--- src/rtl/fetch_pkg.sv ---
// Shared fetch/decode definitions: next-PC select codes, fetch FSM states and the reset NOP.
package fetch_pkg;

  localparam logic [1:0] PC_SEL_JAL  = 2'b00;
  localparam logic [1:0] PC_SEL_JALR = 2'b01;
  localparam logic [1:0] PC_SEL_PC4  = 2'b10;
  localparam logic [1:0] PC_SEL_HOLD = 2'b11;

  localparam logic [31:0] NOP_INST = 32'h0000_0013;

  typedef enum logic [1:0] {
    ST_BOOT = 2'b00,
    ST_REQ  = 2'b01,
    ST_WAIT = 2'b10,
    ST_HOLD = 2'b11
  } fetch_state_e;

endpackage

--- src/rtl/fetch_pc_gen.sv ---
// Next-PC selection: +4 adder, jump target mux, word alignment and misalignment detect.
module fetch_pc_gen
  import fetch_pkg::*;
#(
  parameter int unsigned XLEN = 32
) (
  input  logic [XLEN-1:0] pc,
  input  logic [1:0]      pc_sel,
  input  logic [XLEN-1:0] jump_target,
  input  logic [XLEN-1:0] jump_reg_target,
  output logic [XLEN-1:0] next_pc,
  output logic            misaligned
);

  logic [XLEN-1:0] raw_pc;

  // NOTE: every always_comb output gets a value before the case so no latch is inferred.
  always_comb begin
    raw_pc = pc;
    unique case (pc_sel)
      PC_SEL_JAL:  raw_pc = jump_target;
      PC_SEL_JALR: raw_pc = jump_reg_target;
      PC_SEL_PC4:  raw_pc = pc + XLEN'(4);
      default:     raw_pc = pc;
    endcase
    // The fetch always proceeds to the aligned address; the low bits only raise the flag.
    next_pc    = {raw_pc[XLEN-1:2], 2'b00};
    misaligned = (raw_pc[1:0] != 2'b00);
  end

endmodule

--- src/rtl/fetch_unit.sv ---
// Instruction-fetch stage: owns the PC, issues one imem request per instruction and holds
// the returned (pc, inst) pair for decode until it is acknowledged.
module fetch_unit
  import fetch_pkg::*;
#(
  parameter int unsigned     XLEN     = 32,
  parameter logic [XLEN-1:0] RESET_PC = 32'hFFFF_FFFC
) (
  input  logic            clk,
  input  logic            reset,
  input  logic [1:0]      pc_sel,
  input  logic [XLEN-1:0] jump_target,
  input  logic [XLEN-1:0] jump_reg_target,
  input  logic            inst_ack,
  output logic [XLEN-1:0] pc,
  output logic [XLEN-1:0] inst,
  output logic            inst_valid,
  output logic            misaligned,
  output logic            imem_req_valid,
  output logic [XLEN-1:0] imem_req_addr,
  input  logic            imem_req_ready,
  input  logic            imem_resp_valid,
  input  logic [XLEN-1:0] imem_resp_data
);

  localparam logic [XLEN-1:0] BOOT_PC = RESET_PC + XLEN'(4);

  fetch_state_e    state;
  logic [XLEN-1:0] next_pc;
  logic            next_misaligned;

  fetch_pc_gen #(.XLEN(XLEN)) u_pc_gen (
    .pc              (pc),
    .pc_sel          (pc_sel),
    .jump_target     (jump_target),
    .jump_reg_target (jump_reg_target),
    .next_pc         (next_pc),
    .misaligned      (next_misaligned)
  );

  // NOTE: state registers use non-blocking assignments so every flop samples pre-edge values.
  always_ff @(posedge clk) begin
    if (reset) begin
      state          <= ST_BOOT;
      pc             <= RESET_PC;
      inst           <= XLEN'(NOP_INST);
      inst_valid     <= 1'b0;
      misaligned     <= 1'b0;
      imem_req_valid <= 1'b0;
      imem_req_addr  <= '0;
    end else begin
      misaligned <= 1'b0;
      unique case (state)
        ST_BOOT: begin
          // RESET_PC is never fetched; the first real fetch is the word after it.
          pc             <= BOOT_PC;
          imem_req_valid <= 1'b1;
          imem_req_addr  <= {BOOT_PC[XLEN-1:2], 2'b00};
          state          <= ST_REQ;
        end
        ST_REQ: begin
          if (imem_req_ready) begin
            imem_req_valid <= 1'b0;
            if (imem_resp_valid) begin
              inst       <= imem_resp_data;
              inst_valid <= 1'b1;
              state      <= ST_HOLD;
            end else begin
              state <= ST_WAIT;
            end
          end
        end
        ST_WAIT: begin
          if (imem_resp_valid) begin
            inst       <= imem_resp_data;
            inst_valid <= 1'b1;
            state      <= ST_HOLD;
          end
        end
        ST_HOLD: begin
          // A HOLD select is a decode stall: the word stays presented and nothing is fetched.
          if (inst_ack && (pc_sel != PC_SEL_HOLD)) begin
            pc             <= next_pc;
            inst_valid     <= 1'b0;
            misaligned     <= next_misaligned;
            imem_req_valid <= 1'b1;
            imem_req_addr  <= next_pc;
            state          <= ST_REQ;
          end
        end
        default: state <= ST_BOOT;
      endcase
    end
  end

endmodule
--- config.mk ---
export PLATFORM = sky130hd
export DESIGN_NAME = fetch_unit
export DESIGN_NICKNAME = d
export VERILOG_FILES = /design/src/rtl/fetch_pkg.sv /design/src/rtl/fetch_pc_gen.sv /design/src/rtl/fetch_unit.sv
export SDC_FILE = /design/constraint.sdc
export NUM_CORES = 1
export LEC_CHECK = 0
export CORE_MARGIN = 2
export CORE_UTILIZATION = 25
export CTS_CLUSTER_DIAMETER = 40
export DETAILED_ROUTE_END_ITERATION = 16
export GPL_ROUTABILITY_DRIVEN = 1
export SYNTH_ARGS = -nofsm -noshare
export SYNTH_HDL_FRONTEND = slang
export SYNTH_HIERARCHICAL = 1
export SYNTH_SLANG_ARGS = --single-unit
--- constraint.sdc ---
create_clock -name clk -period 5.8 [get_ports clk]
set_input_delay 1.16 -clock clk [delete_from_list [all_inputs] [get_ports clk]]
set_output_delay 1.16 -clock clk [all_outputs]
set_load 0.02 [all_outputs]
# --- Yosys cells after proc, flatten, opt, wreduce, memory -nomap -nowiden ---
# Index checks and enable logic that the tools add are counted.
op_classes:
  add_sub_neg: 1
  n_eq_ne: 9
  muxes: 18
  n_bitwise: 2
  reduce_logical: 14
op_table:
  columns: ["cell", "n"]
  rows:
  - ["$pmux 32 s2", 2]
  - ["$mux 32", 3]
  - ["$pmux 32 s3", 1]
  - ["$add 32x3->32 const B", 1]
  - ["$reduce_and 3->1", 3]
  - ["$ne 2x2->1 const B", 4]
  - ["$pmux 2 s4", 1]
  - ["$eq 2x2->1 const B", 3]
  - ["$mux 1", 6]
  - ["$mux 2", 3]
  - ["$pmux 1 s3", 2]
  - ["$reduce_bool 2->1", 3]
  - ["$reduce_bool 3->1", 2]
  - ["$eq 2x1->1 const B", 2]
  - ["$logic_not 2->1", 2]
  - ["$reduce_and 2->1", 2]
  - ["$reduce_or 3->1", 1]
  - ["$not 1->1", 2]
  - ["$logic_and 1x1->1", 1]
totals:
  regBits: 101
  in_bits: 103

# --- Longest topological paths before layout ---
logic_depth:
  word_depth: 4
  ltp_mapped: 7

# --- Modules after synthesis ---
# Netlist, hierarchy kept.
by_module_without_submodules:
  columns: ["module", "instances", "cells_per_inst", "area_per_inst_um2"]
  rows:
  - ["fetch_unit", 1, 339, 3642.2]
  - ["fetch_pc_gen", 1, 233, 1492.7]

# --- Least setup slack after synthesis ---
# OpenSTA, ideal clock, no wires.
synth_path:
  path_kind: "input -> register"
  from: "in pc_sel[0]"
  to: "reg pc[4]"
  setup_ns: 0.122
  arrival_ns: 2.739
  required_time_ns: 5.678
  slack_ns: 2.939
  path_stages: 6
  cell_sequence: "buf_1 > buf_1 > clkbuf_1 > mux2i_1 > o21ai_0 > a221o_1"
synth_via:
  elab_chain_cells: 4
  elab_cells_between_ends: 10
synth_lines:
  columns: ["item", "line_no", "source"]
  rows:
  - ["start, declared", "fetch_unit.sv:11", "input logic [1:0] pc_sel,"]
  - ["$eq 2x2->1, or another cell as far along", "fetch_pc_gen.sv:20", "unique case (pc_sel)"]
  - ["$pmux 32 s3 (*)", "fetch_pc_gen.sv:20", null]
  - ["named net next_pc[4]", "fetch_unit.sv:29", "logic [XLEN-1:0] next_pc;"]
  - ["$mux 32 (*)", "fetch_unit.sv:82", "if (inst_ack && (pc_sel != PC_SEL_HOLD)) begin"]
  - ["$pmux 32 s2 (*)", "fetch_unit.sv:53", "unique case (state)"]
  - ["end signal, assigned", "fetch_unit.sv:83", "pc <= next_pc;"]
  - ["end, declared", "fetch_unit.sv:15", "output logic [XLEN-1:0] pc,"]
# Mark *: on every way through the listed nets, which the timed path passes. The rest lies on a longest branch. The select of a mux whose other input is x is not followed.
# A chain may end at the register's enable or synchronous reset.

# --- Worst setup path after layout ---
layout_path:
  from: "in pc_sel[0]"
  to: "reg pc[21]"
# Same word-level chain as after synthesis.

==> results_dict.tcl <==
set metrics [dict create \
    multi_input_area_um2 2830 \
    detailed_place_hpwl_um 12600 \
    final-seq-area_um2 1980 \
    synth_seq_area_share 0.386 \
    finalSetupViolCount 0 \
    numCtsBuffers 9 \
    chipWidth_um 147 \
    yosys_warnings 6 \
    final_slew_violations 0 \
    placed_cells_incl_taps 993 \
    cts_root_buf "sky130_fd_sc_hd__clkbuf_16" \
    vias_in_the_first_global_route 5036 \
    drt_pre_antenna_iters 5 \
    hold_class "flop to flop" \
    drt_first_iter_violations 277 \
    pwr-share-seq 0.348 \
    critical_path_arrival_ps 3130 \
    synthSimpleGateAreaFrac 0.184 \
    synth_area_um2 5130 \
    synthAdderAreaFrac 0.0171 \
    antenna_found_initial 0 \
    cts_tree "done" \
    asyncSetResetFlopFracSynth 0 \
    comb_power_share 0.453 \
    row_count 52 \
    slew_headroom 0.419 \
    timing_hold_violations_final 0 \
    floorplan.initialDensity 0.255 \
    finalWeightedCongestion 0.793 \
    max_freq_mhz 352 \
    grt_first_pass_wirelength_um 28200 \
    stdcell_area_um2 7540 \
    postCtsHoldBufs 0 \
    average_detailed_routed_wire_length_per_instance_um 17.8 \
    synth_enable_flop_cells 0 \
    synth.mux.area_fraction 0.0288 \
    gr-usage-all-layers 0.162 \
    timing.final.ws_setup_ps 2960 \
    clock_insertion_delay_worst_skew_ps 340 \
    io_buffer_count 201 \
    synth.distinct_cells 63 \
    ys_seq_elements 99 \
    p_switching_mw 1.25 \
    synthXorXnorAreaFrac 0.0188 \
    post_synth.cell_area_avg_um2 8.98 \
    design.portCount 202 \
    worstHoldStart "inst[10]" \
    cts_buffer_depth 2 \
    postSynthCellCount 572 \
    cp_data_required_time_ps 6090 \
    grt_overflow_total 0 \
    post-cts-setup-buffer-count 0 \
    max_cap_viol_count 0 \
    flow.area_growth_from_synthesis_pct 46.8 \
    number_of_diodes_added_for_antenna_fixing 0 \
    layout_worst_path_cycle_share 0.490 \
    power_density_nw_per_um2 397 \
    layout.cells.non_filler 1009 \
    final_layout_size_suffix_gt1_frac 0.0636 \
    critical_path_class "input pin to flop" \
    leakagePower_nw 2.58 \
    critical_path.endpoint_type "flop" \
    dieArea_um2 21700 \
    number_of_cells_upsized_or_downsized_after_cts 0 \
    ir_worst_vdd_mv 0.146 \
    clkTransAtPathRegs_ps 70 \
    grt_setup_unrepaired "no" \
    critPathMaxFanout 17 \
    r2r-start "pc[2]" \
    antenna_violating_nets_post_route 0 \
    worst_slew_pin_slew_ps 870 \
    number_of_vias_after_detailed_routing 5195 \
    p_int_mw 1.74 \
    totalNegativeSetupSlack_ps 0 \
    cp-startpoint "pc_sel[0]" \
    synth_compound_gate_area_share 0.296 \
    die_h_um 147 \
    fp.coreArea_um2 20200 \
    p_clk_frac 0.198 \
    clock_skews_ps 8.40 \
    tritoncts_num_sinks 99 \
    place_worst_setup_slack_ps 2600 \
    dominantRegCellSynth "sky130_fd_sc_hd__dfxtp_1" \
    final_common_cell "sky130_fd_sc_hd__clkdlybuf4s50_1" \
    switching_share 0.419 \
    pin_count_of_the_biggest_net_entering_global_routing 56 \
    largest_family_of_logic_cells_by_synthesized_area "compound AO/OA/AOI/OAI gates" \
    number_of_levels_in_the_clock_h_tree 3 \
    drc_errors 0 \
    post_drt_via_cell_ratio 5.15 \
    instance_area_after_placement_um2 7250 \
    count_of_nets_after_finishing 844 \
    status "finished, final reports clean" \
    final_wl_um 17900 \
    filler_cell_count 2090 \
    layout.cells.most_common_list "198 x sky130_fd_sc_hd__clkdlybuf4s50_1, 99 x sky130_fd_sc_hd__dfxtp_1, 48 x sky130_fd_sc_hd__nand3_1" \
    fin_crit_ps 2840 \
    critPathLaunchType "input pin" \
]
-- layout make-up --
type,instances,area share
Tap cell,270,0.0448
Clock inverter,6,0.00647
Multi-Input combinational cell,405,0.376
Clock buffer,10,0.0317
Timing Repair Buffer,209,0.273
Inverter,10,0.00531
Sequential cell,99,0.263
-- logic make-up (layout without fill, tap and decap cells) --
kind of cell / Yosys count / after routing
and+or+nand+nor: 161 / 161
other: 1 / 2
buffers and inverters: 69 / 235
DFF: 99 / 99
muxes: 13 / 13
xor gates and xnor gates: 11 / 11
AOI/OAI and AO/OA: 211 / 211
adders and majority gates: 7 / 7
-- metrics by stage --
step / hold WS, ps / total power [mW] / utilization
finish: 477 / 2.99 / 0.374
global route: 497 / 3.17 / 0.374
CTS: 477 / 3.02 / 0.374
detailed placement: 467 / 2.41 / 0.359
global placement: 460 / 2.40 / 0.359
floorplan: 483 / 1.85 / -
-- worst paths after layout --
| path | endpoint | slack (ps) | cells past startpoint |
|---|---|---|---|
| setup reg to reg | pc[20] | 3200 | 6 |
| hold / removal | inst[10] | 480 | 2 |
| setup / recovery | pc[21] | 2960 | 6 |
| hold reg to reg | inst[10] | 480 | 2 |
-- power groups by stage --
stage	clock [mW]	sequential [mW]	combinational [mW]
after floorplan	0	1.17	0.678
after global placement	0	1.05	1.35
after detailed placement	0	1.06	1.36
after CTS	0.613	1.04	1.36
after global routing	0.633	1.07	1.47
final	0.593	1.04	1.35
-- cell usage after synthesis (4+ instances only) --
library cell,count,area [um2]
sky130_fd_sc_hd__nor2_1,9,33.8
sky130_fd_sc_hd__o31ai_1,12,90.1
sky130_fd_sc_hd__xnor2_1,10,87.6
sky130_fd_sc_hd__nand2_1,19,71.3
sky130_fd_sc_hd__buf_6,6,67.6
sky130_fd_sc_hd__buf_2,9,45.0
sky130_fd_sc_hd__a211oi_1,26,195
sky130_fd_sc_hd__ha_1,7,87.6
sky130_fd_sc_hd__or4_1,13,97.6
sky130_fd_sc_hd__buf_1,5,18.8
sky130_fd_sc_hd__inv_1,8,30.0
sky130_fd_sc_hd__a22o_1,30,263
sky130_fd_sc_hd__a21oi_1,39,195
sky130_fd_sc_hd__nor4_1,5,31.3
sky130_fd_sc_hd__nand4b_1,5,43.8
sky130_fd_sc_hd__dfxtp_1,99,1980
sky130_fd_sc_hd__nor3_1,6,30.0
sky130_fd_sc_hd__nand4_1,6,37.5
sky130_fd_sc_hd__nand3_1,48,240
sky130_fd_sc_hd__nor2b_1,26,163
sky130_fd_sc_hd__buf_4,8,60.1
sky130_fd_sc_hd__mux2_2,4,45.0
sky130_fd_sc_hd__clkbuf_1,28,105
sky130_fd_sc_hd__o21ai_0,39,195
sky130_fd_sc_hd__mux2i_1,8,80.1
sky130_fd_sc_hd__a221o_1,31,310
sky130_fd_sc_hd__a31oi_1,15,93.8
-- sequential cells by signal, summed over array words and instances, names as in the netlist --
name and flops:
inst_valid 1, imem_req_addr 30, pc 32, state 2, imem_req_valid 1, inst 32
misaligned 1
-- critical path, stage by stage --
cell and delay [ps]:
sky130_fd_sc_hd__buf_2 200, sky130_fd_sc_hd__nand4b_1 350, sky130_fd_sc_hd__or3_1 530, sky130_fd_sc_hd__or4_1 440
sky130_fd_sc_hd__a31oi_1 270, sky130_fd_sc_hd__a221o_1 180
-- metal layers --
metal	global-route usage	vias to the layer above	wire (um)
li1	-	2527	-
met1	0.207	2469	7830
met2	0.261	181	8250
met3	0.0543	18	1590
met4	0.0442	0	255
met5	0	-	0
(Power assumes the default switching activity.)
